$ cat src/rtl/instruction_fetch.sv
// Fetch stage: owns the PC, drives instruction memory, and registers the returned
// word with its PC for decode under a valid/stall handshake.
module instruction_fetch #(
  parameter int ADDR_W   = 32,
  parameter int DATA_W   = 32,
  parameter int MEM_SIZE = 32,
  parameter int RESET_PC = 0
) (
  input  logic              clka,
  input  logic              rst_n,
  output logic [ADDR_W-1:0] imem_addr,
  input  logic [DATA_W-1:0] imem_data,
  input  logic              stall,
  input  logic              redirect_valid,
  input  logic [ADDR_W-1:0] redirect_pc,
  input  logic              halt,
  output logic              instr_valid,
  output logic [DATA_W-1:0] instr,
  output logic [ADDR_W-1:0] instr_pc,
  output logic [ADDR_W-1:0] pc_next_seq,
  output logic              halted
);

  localparam logic [ADDR_W-1:0] ADDR_MASK = ADDR_W'(MEM_SIZE - 1);
  localparam logic [ADDR_W-1:0] PC_INIT   = ADDR_W'(RESET_PC);

  typedef enum logic [1:0] {S_BOOT, S_RUN, S_HALT} state_t;

  state_t            state, state_nxt;
  logic [ADDR_W-1:0] pc, pc_nxt;
  logic [DATA_W-1:0] instr_nxt;
  logic [ADDR_W-1:0] instr_pc_nxt;
  logic [ADDR_W-1:0] pc_next_seq_nxt;
  logic              instr_valid_nxt;
  logic [ADDR_W-1:0] pc_inc;

  // MEM_SIZE is a power of two, so modulo reduces to masking the low bits.
  function automatic logic [ADDR_W-1:0] wrap_addr(input logic [ADDR_W-1:0] a);
    return a & ADDR_MASK;
  endfunction

  assign pc_inc    = wrap_addr(pc + ADDR_W'(1));
  assign imem_addr = pc;
  assign halted    = (state == S_HALT);

  always_ff @(posedge clka or negedge rst_n) begin
    if (!rst_n) begin
      state       <= S_BOOT;
      pc          <= PC_INIT;
      instr       <= '0;
      instr_pc    <= '0;
      pc_next_seq <= '0;
      instr_valid <= 1'b0;
    end else begin
      state       <= state_nxt;
      pc          <= pc_nxt;
      instr       <= instr_nxt;
      instr_pc    <= instr_pc_nxt;
      pc_next_seq <= pc_next_seq_nxt;
      instr_valid <= instr_valid_nxt;
    end
  end

  always_comb begin
    state_nxt       = state;
    pc_nxt          = pc;
    instr_nxt       = instr;
    instr_pc_nxt    = instr_pc;
    pc_next_seq_nxt = pc_next_seq;
    instr_valid_nxt = instr_valid;
    case (state)
      S_BOOT: begin
        state_nxt       = S_RUN;
        instr_valid_nxt = 1'b0;
      end
      S_RUN: begin
        // Priority: halt > redirect > stall > sequential fetch.
        if (halt) begin
          state_nxt       = S_HALT;
          instr_valid_nxt = 1'b0;
        end else if (redirect_valid) begin
          pc_nxt          = wrap_addr(redirect_pc);
          instr_valid_nxt = 1'b0;
        end else if (!stall) begin
          instr_nxt       = imem_data;
          instr_pc_nxt    = pc;
          pc_next_seq_nxt = pc_inc;
          instr_valid_nxt = 1'b1;
          pc_nxt          = pc_inc;
        end
      end
      S_HALT: begin
        instr_valid_nxt = 1'b0;
      end
      default: begin
        state_nxt       = S_BOOT;
        instr_valid_nxt = 1'b0;
      end
    endcase
  end

endmodule

$ cat config.mk
export PLATFORM = sky130hd
export DESIGN_NAME = instruction_fetch
export DESIGN_NICKNAME = d
export VERILOG_FILES = /design/src/rtl/instruction_fetch.sv
export SDC_FILE = /design/constraint.sdc
export NUM_CORES = 1
export LEC_CHECK = 0
export ABC_CLOCK_PERIOD_IN_PS = 4800
export CAP_MARGIN = 40
export CORE_MARGIN = 2
export CORE_UTILIZATION = 37
export DETAILED_ROUTE_END_ITERATION = 7
export GPL_ROUTABILITY_DRIVEN = 0
export PLACE_DENSITY = 0.93
export SYNTH_ARGS = -nofsm -noshare
export SYNTH_HDL_FRONTEND = slang
export SYNTH_SLANG_ARGS = --single-unit
export TNS_END_PERCENT = 1
$ cat constraint.sdc
create_clock -name clka -period 4.8 [get_ports clka]
set_clock_uncertainty 0.05 [all_clocks]
set_input_delay 0.96 -clock clka [delete_from_list [all_inputs] [get_ports clka]]
set_output_delay 0.96 -clock clka [all_outputs]
set_load 0.05 [all_outputs]
==> results_dict.tcl, run 1 <==
set metrics [dict create \
    antenna_found_initial 0 \
    intPower_mw 1.28 \
    p_seq_share_pct 29.2 \
    synth_flop_cell "dfrtp_1" \
    drive_above_1_share_pct 17.4 \
    cts_setup_buffers 0 \
    first_pass_iters 4 \
    cp-end-kind "flip-flop" \
    area_delta_synth_final_pct 28.8 \
    grt_setup_unrepaired "no" \
    antenna_cells 0 \
    cts_sinks 50 \
    total_power_mw 2.60 \
    fin_crit_sh_pct 64.6 \
    cts_resized 0 \
    rows 30 \
    holdWs_ns 0.454 \
    nNetsFinal 380 \
    io_buffers 90 \
    htreeDepth 2 \
    via_per_inst 4.12 \
    swShare_pct 50.8 \
    syn-cell-area_um2 2660 \
    fin_crit_ns 3.10 \
    start_kind "input port" \
    vias 1677 \
    routedWlPerCell_um 12.3 \
    die_w_um 88.8 \
    netlist_instances 219 \
    start_util_pct 38.8 \
    grtUsageTotal_pct 12.6 \
    clkPwrFrac_pct 9.6 \
    finalWirelength_um 5030 \
    finalSetupViolCount 0 \
    yosysSeqAreaShare_pct 47.0 \
    synth_area_leaders "dfrtp_1 (47%), buf_4 (23%), mux2_2 (17%), buf_6 (1.7%), a21oi_1 (0.94%)" \
    grt_max_degree 43 \
    cts_made_buffers 5 \
    grt_pass1_vias 1607 \
    synth_largest_area_cell "dfrtp_1" \
    cts_hold_buf 0 \
    cap_violations 0 \
    timing.final.hold_violations 0 \
    status "completed" \
    antenna_left 0 \
    synth_cell_type_count 29 \
    drt_iter0_drc 54 \
    die-height_um 88.8 \
    yosys_warnings 0 \
    clockBufferDepth 2 \
    die_area_um2 7890 \
    grt_pass1_wl_um 7620 \
    pwr-share-comb_pct 61.2 \
    fmax_mhz 323 \
    max_slew_margin_pct 53.9 \
    hpwlAfterDp_um 3900 \
    worst_hold_path_type "reg2reg" \
    ios 199 \
    p_sw_mw 1.32 \
    cts_root_buf "clkbuf_8" \
    synth_edf_count 0 \
    synth.top_cell.area_share_pct 47.0 \
    cp_max_fo 42 \
    slew_violations 0 \
    cts_tree "yes" \
    synthArstFlopShare_pct 100 \
    synth.avg_cell_area_um2 12.2 \
    overflow 0 \
    clock_latency_ns 0.30 \
    leakagePower_nw 1.56 \
    p_per_area_nw_per_um2 757 \
    setup_tns_ns 0 \
    drc 0 \
    path_class "in2reg" \
    worst_slew_pin_slew_ns 0.692 \
    ir_worst_vdd_mv 0.389 \
    core_area_um2 6870 \
    cp_data_arrival_time_ns 3.23 \
    required_ns 4.94 \
    ys_ff_latch 50 \
    clkTransAtPathRegs_ns 0.09 \
]
layer usage:
metal	global-route usage, %	vias to the layer above	part of all wire, %
li1	-	758	-
met1	14.0	799	36
met2	22.5	116	51
met3	4.94	4	12
met4	3.31	0	0.50
met5	0	-	0
flip-flops by register name, indices dropped and copies added (netlist names):
register	flops
instr	32
state	2
pc_next_seq	5
instr_pc	5
imem_addr	5
instr_valid	1
critical path, stage by stage:
cell and delay (ns):
clkdlybuf4s50_1 0.63, or4b_4 0.66, nor2_8 0.56, mux2_2 0.42
per-stage QoR:
stage	std cells	setup slack, ns	cell area [um2]	util, %
6_report	407	1.70	3430	49.9
3_3_place_gp	398	1.41	3320	48.3
5_1_grt	407	1.57	3430	49.9
2_1_floorplan	299	2.49	2960	-
3_5_place_dp	399	1.35	3340	48.6
4_1_cts	407	1.68	3430	49.9
path summary, 6_finish.rpt:
check	startpoint	end	slack, ns	cells after the start
setup / recovery	redirect_valid	instr[11]$_DFFE_PN0P_	1.70	4
min in group asynchronous	rst_n	imem_addr[1]$_DFFE_PN0P_	0.60	1
max in group asynchronous	rst_n	instr[26]$_DFFE_PN0P_	3.55	2
hold reg to reg	state[1]$_DFFE_PN0P_	state[0]$_DFFE_PN0P_	0.45	1
setup reg to reg	state[1]$_DFFE_PN0P_	instr[11]$_DFFE_PN0P_	2.63	3
hold / removal	state[1]$_DFFE_PN0P_	state[0]$_DFFE_PN0P_	0.45	1
power by group through the flow:
stage          sequential, mW  clock (mW)  combinational, mW
6_report                0.758       0.249               1.59
5_1_grt                 0.790       0.282               1.66
4_1_cts                 0.764       0.265               1.60
3_5_place_dp            0.772           0               1.60
3_3_place_gp            0.753           0               1.58
2_1_floorplan            1.43           0              0.469
layout by cell type (no fill, tap or decap), types with 2 or more instances in the layout:
cell	n
dfrtp_1	50
a21oi_1	5
a31o_2	2
nand3_1	4
mux2_2	41
a22o_1	2
conb_1	81
clkdlybuf4s50_1	89
o31ai_1	2
clkbuf_8	6
o21bai_1	2
inv_1	2
xnor2_1	2
nand2_1	4
nor3b_1	2
cell usage after synthesis (2+ instances only):
library cell	instances
buf_6	4
nand3_1	4
dfrtp_1	50
a22o_1	2
clkbuf_1	2
a21oi_1	5
a31o_2	2
mux2_2	41
buf_4	81
nand2_1	4
nor3b_1	2
o21bai_1	2
inv_1	2
o31ai_1	2
xnor2_1	2
layout make-up:
cell class,count,area (um2)
multi-input cells,160,1040
fillers,629,3440
clock buffers,7,86.3
clock inverters,1,5.00
repair buffers,91,916
inverters,2,7.51
flip-flops and latches,50,1250
well taps,96,120
cells by family after synthesis:
logic type / synth area share [%]
compound gates: 4.32
xor+xnor: 0.987
buf+inv: 25.1
fa+ha+maj: 0.470
flops: 47.0
other cells: 0.141
simple gates: 4.28
mux: 17.7
(Power assumes the default switching activity.)
==> inputs of run 2 (changes only) <==
--- a/config.mk
+++ b/config.mk
@@ -5,13 +5,13 @@
 export SDC_FILE = /design/constraint.sdc
 export NUM_CORES = 1
 export LEC_CHECK = 0
-export ABC_CLOCK_PERIOD_IN_PS = 4800
+export ABC_CLOCK_PERIOD_IN_PS = 3000
 export CAP_MARGIN = 40
 export CORE_MARGIN = 2
-export CORE_UTILIZATION = 37
+export CORE_UTILIZATION = 34
 export DETAILED_ROUTE_END_ITERATION = 7
 export GPL_ROUTABILITY_DRIVEN = 0
-export PLACE_DENSITY = 0.93
+export PLACE_DENSITY = 0.87
 export SYNTH_ARGS = -nofsm -noshare
 export SYNTH_HDL_FRONTEND = slang
 export SYNTH_SLANG_ARGS = --single-unit
==> constraint.sdc (replaced) <==
create_clock -name clka -period 3 [get_ports clka]
set_clock_uncertainty 0.05 [all_clocks]
set_input_delay 0.6 -clock clka [delete_from_list [all_inputs] [get_ports clka]]
set_output_delay 0.6 -clock clka [all_outputs]
set_load 0.05 [all_outputs]
==> run 2 against run 1 <==
Net effect:
- clock power up 64%
- routed wire length up 2.3%
- die area up 8.4%
- setup slack worse by 1.1 ns
- combinational power up 61%
- hold slack worse by 0.22 ns
- total power up 61%
- clock-buffer cell count down 1
- register-to-register slack worse by 1.6 ns
- sequential power up 60%
- cell area up 0.98%
- critical endpoint is now halted
==> results_dict.tcl, run 2 (synthesis gave the netlist of run 1 again) <==
set metrics [dict create \
    status "completed" \
    cts_root_buf "clkbuf_8" \
    grt_pass1_wl_um 8220 \
    drive_above_1_share_pct 18.5 \
    die-height_um 92.5 \
    antenna_left 0 \
    die_w_um 92.5 \
    fin_crit_ns 2.41 \
    finalSetupViolCount 0 \
    grt_pass1_vias 1705 \
    antenna_found_initial 0 \
    ios 199 \
    overflow 0 \
    fmax_mhz 416 \
    met3_length_um 539 \
    multi_input_area_um2 1040 \
    timing.final.hold_violations 0 \
    final_common_cell "clkdlybuf4s50_1" \
    cp-end-kind "primary output" \
    die_area_um2 8560 \
    nNetsFinal 383 \
    hpwlAfterDp_um 4060 \
    grt_setup_unrepaired "no" \
    cp_data_arrival_time_ns 1.76 \
    largest_reg_flops 32 \
    area_delta_synth_final_pct 30.1 \
    cts_setup_buffers 0 \
    met1Wirelength_um 1860 \
    rows 32 \
    slew_violations 0 \
    start_util_pct 34.8 \
    regArea_um2 1250 \
    routedWlPerCell_um 12.4 \
    first_pass_iters 4 \
    start_kind "flip-flop" \
    grt_max_degree 27 \
    drc 0 \
    core_area_um2 7650 \
    cp_max_fo 5 \
    final_cell_mix "clkdlybuf4s50_1 (89), conb_1 (81), dfrtp_1 (50)" \
    required_ns 2.35 \
    top_layer "met4" \
    worst_hold_path_type "in2async" \
    clkTransAtPathRegs_ns 0.10 \
    leakagePower_nw 1.57 \
    clockBufferDepth 2 \
    drt_iter0_drc 43 \
    grtUsageTotal_pct 12.0 \
    clock_latency_ns 0.30 \
    antenna_cells 0 \
    num-fill-cells 738 \
    p_per_area_nw_per_um2 1210 \
    max_slew_margin_pct 52.4 \
    ir_worst_vdd_mv 0.539 \
    setup_tns_ns 0 \
    dr_wl_met2_um 2700 \
    cap_violations 0 \
    cts_sinks 50 \
    cts_tree "yes" \
    cts_hold_buf 0 \
    via_per_inst 4.05 \
    io_buffers 90 \
    htreeDepth 2 \
    largest-register "instr" \
    cts_made_buffers 5 \
    fin_crit_sh_pct 80.2 \
    vias 1683 \
    finalWirelength_um 5140 \
    path_class "reg2out" \
    cts_resized 0 \
    worst_slew_pin_slew_ns 0.713 \
    post-route-util_pct 45.3 \
]
-- run 2: changes by cell type in the layout (fill, tap and decap cells not counted) --
cell and delta:
buf_4 +3, clkbuf_1 -1, clkinvlp_4 +1
-- run 2: final timing paths --
path	startpoint	endpoint	slack, ns	cells after the start
max	state[1]$_DFFE_PN0P_	halted	0.59	2
min	rst_n	imem_addr[2]$_DFFE_PN0P_	0.23	1
max reg2reg	state[1]$_DFFE_PN0P_	instr[8]$_DFFE_PN0P_	0.99	4
min reg2reg	instr[18]$_DFFE_PN0P_	instr[18]$_DFFE_PN0P_	0.46	1
max in group asynchronous	rst_n	instr[8]$_DFFE_PN0P_	2.11	2
min in group clka	instr[18]$_DFFE_PN0P_	instr[18]$_DFFE_PN0P_	0.46	1
-- run 2: report_power, final --
group	internal [mW]	switching, mW
sequential	0.996	0.218
clock	0.186	0.223
combinational	0.868	1.70
total	2.05	2.14
-- run 2: worst max-delay path, stage by stage, from the launching register on --
cell,delay (ns)
dfrtp_1,0.42
nor2b_1,0.19
clkdlybuf4s50_1,0.83
-- run 2: final cells by class --
| class | instances | share of cell area (%) |
|---|---|---|
| Clock buffer | 6 | 2.38 |
| Timing Repair Buffer | 94 | 27.1 |
| Tap cell | 102 | 3.68 |
| Inverter | 2 | 0.217 |
| Sequential cell | 50 | 36.1 |
| Multi-Input combinational cell | 160 | 30.1 |
| Clock inverter | 2 | 0.361 |
-- run 2: routing by layer --
| metal | track usage, % | vias to the layer above |
|---|---|---|
| met2 | 22.4 | 104 |
| met4 | 2.24 | 0 |
| li1 | - | 760 |
| met5 | 0 | - |
| met1 | 13.0 | 813 |
| met3 | 4.31 | 6 |
-- run 2: through the flow --
step | instances | total power, mW | instance area, um2 | hold WS, ns | setup WS, ns
after global placement | 407 | 3.74 | 3350 | 0.426 | 0.425
after detailed placement | 408 | 3.82 | 3370 | 0.444 | 0.388
after global routing | 416 | 4.41 | 3460 | 0.263 | 0.467
after CTS | 416 | 4.24 | 3460 | 0.249 | 0.582
final | 416 | 4.19 | 3460 | 0.233 | 0.593
after floorplan | 299 | 3.04 | 2960 | 0.254 | 1.05
==> variant: new RTL, config.mk and constraints of run 2 <==
Set the parameter `ADDR_W` to 64 (it was 32).
--- a/src/rtl/instruction_fetch.sv
+++ b/src/rtl/instruction_fetch.sv
@@ -1,7 +1,7 @@
 // Fetch stage: owns the PC, drives instruction memory, and registers the returned
 // word with its PC for decode under a valid/stall handshake.
 module instruction_fetch #(
-  parameter int ADDR_W   = 32,
+  parameter int ADDR_W   = 64,
   parameter int DATA_W   = 32,
   parameter int MEM_SIZE = 32,
   parameter int RESET_PC = 0
Interface: changed (resized imem_addr, instr_pc, pc_next_seq and redirect_pc); port bits go from 199 to 327. The function was not compared with the original's and may differ.
==> variant against run 2 <==
Hold slack got worse by 19 ps. Worst setup slack improved by 1.8 ps. Clock power increased by 6.1%. Sequential cell count unchanged. Power grew 6.7%. Area after synthesis rose by 27%. Design area grew 12%. Wire length rose by 14%. Combinational power up 9.8%. Critical path type unchanged.
==> variant: results <==
group,metric,value,unit
global_route,grt_pass1_vias,1812,
setup_path,rr_endpoint,"instr[13]",
pwr,leakagePower,1.88,nW
clocking,cts_resized,0,
outcome,status,"complete, no violations",
sta,tns,0,ps
placement,io_buffers,90,
global_route,grt_max_degree,29,
synthesis,synthArstFlopShare,100,%
hold_path,holdCritPathClass,"input port to asynchronous set/reset pin",
setup_path,reg2reg_slack,960,ps
clocking,htree_levels,2,
layout,drive_gt1_share,14.1,%
layout,largest-register,"instr",
layout,fillers,951,
placement,hpwlAfterDp,4650,µm
pwr,switching_share,54.4,%
synthesis,synthFlopType,"dfrtp_1",
synthesis,yosys-top-cells-count,"177 x buf_4, 50 x dfrtp_1, 41 x mux2_2",
routing,dr.pass1.iters,4,
setup_path,r2r_start,"state[1]",
layout,num_antenna_cells,0,
routing,vias_per_cell,3.59,
synthesis,yosysWarnings,0,
pwr,p_seq_share,27.3,%
global_route,antenna_found_initial,0,
clocking,insertion_delay,300,ps
clocking,root_buffer,"clkbuf_8",
clocking,cts_setup_buffers,0,
setup_path,timing.critical_path.from,"state[1]",
synthesis,synth_seq_area_share,37.0,%
synthesis,synthTopCellsByArea,"buf_4 39%, dfrtp_1 37%, mux2_2 14%",
clocking,cts.clk_slew.worst_paths,110,ps
global_route,track_usage,10.3,%
sta,whs,214,ps
clocking,clk_path_buf_depth,2,
clocking,cts_made_buffers,5,
layout,final_nets,511,
setup_path,worstPathMaxFanout,5,
setup_path,cp.arrival,1750,ps
pwr,peakVddDrop,797,µV
routing,dr.first_iter.drc_count,50,
layout,largest_reg_flops,32,
global_route,grt_pass1_wl,9090,µm
routing,wl,5850,µm
setup_path,r2r_cells,4,
synthesis,synth_cell_type_count,29,
sta,worst_pin_slew,708,ps
routing,ant_nets,0,
-- variant: critical path, stage by stage (launching register included) --
cell and delay, ps:
dfrtp_1 420, nor2b_1 200, clkdlybuf4s50_1 830
-- variant: cells by family (layout without fill, tap and decap cells) --
logic type,Yosys count,in the layout,synth area share (%)
xor gates and xnor gates,3,3,0.777
AOI/OAI and AO/OA,16,16,3.40
muxes,42,42,13.9
buffers and inverters,185,104,41.1
DFF,50,50,37.0
and+or+nand+nor,17,17,3.37
adders and majority gates,1,1,0.370
other,1,177,0.111
-- variant: stage by stage --
step | instances | instance area [µm²] | setup slack, ps | utilization, %
floorplan | 491 | 4040 | 1050 | -
global placement | 534 | 3750 | 383 | 38.5
detailed placement | 535 | 3770 | 329 | 38.7
CTS | 543 | 3860 | 563 | 39.7
global route | 543 | 3860 | 497 | 39.7
finish | 543 | 3860 | 595 | 39.7
-- variant: cell type report --
class	instances	share of cell area, %
clock inverter	3	0.745
tap	133	4.31
multi-input combinational	256	36.3
inverter	2	0.194
clock buffer	5	1.78
sequential	50	32.4
timing repair buffer	94	24.3
-- variant: power groups by stage --
stage / registers, W / logic, W / clock network (W)
after floorplan: 0.00229 / 0.00111 / 0
after global placement: 0.00121 / 0.00279 / 0
after detailed placement: 0.00123 / 0.00283 / 0
after CTS: 0.00122 / 0.00283 / 0.000461
after global routing: 0.00127 / 0.00292 / 0.000491
final: 0.00122 / 0.00281 / 0.000434
-- variant: worst max path at each step --
stage	to	slack (ps)	cells after the start
4_1_cts	halted	560	2
3_5_place_dp	instr[13]	330	5
3_3_place_gp	instr[16]	380	5
2_1_floorplan	instr_pc[3]	1050	4
5_1_grt	halted	500	2
6_report	halted	600	2
-- variant: metal layers --
metal	vias to the layer above	share of wire (%)	track usage [%]
met5	-	0	0
met4	0	0.58	2.51
met3	5	10	3.65
met2	130	54	18.7
met1	960	36	11.5
li1	853	-	-
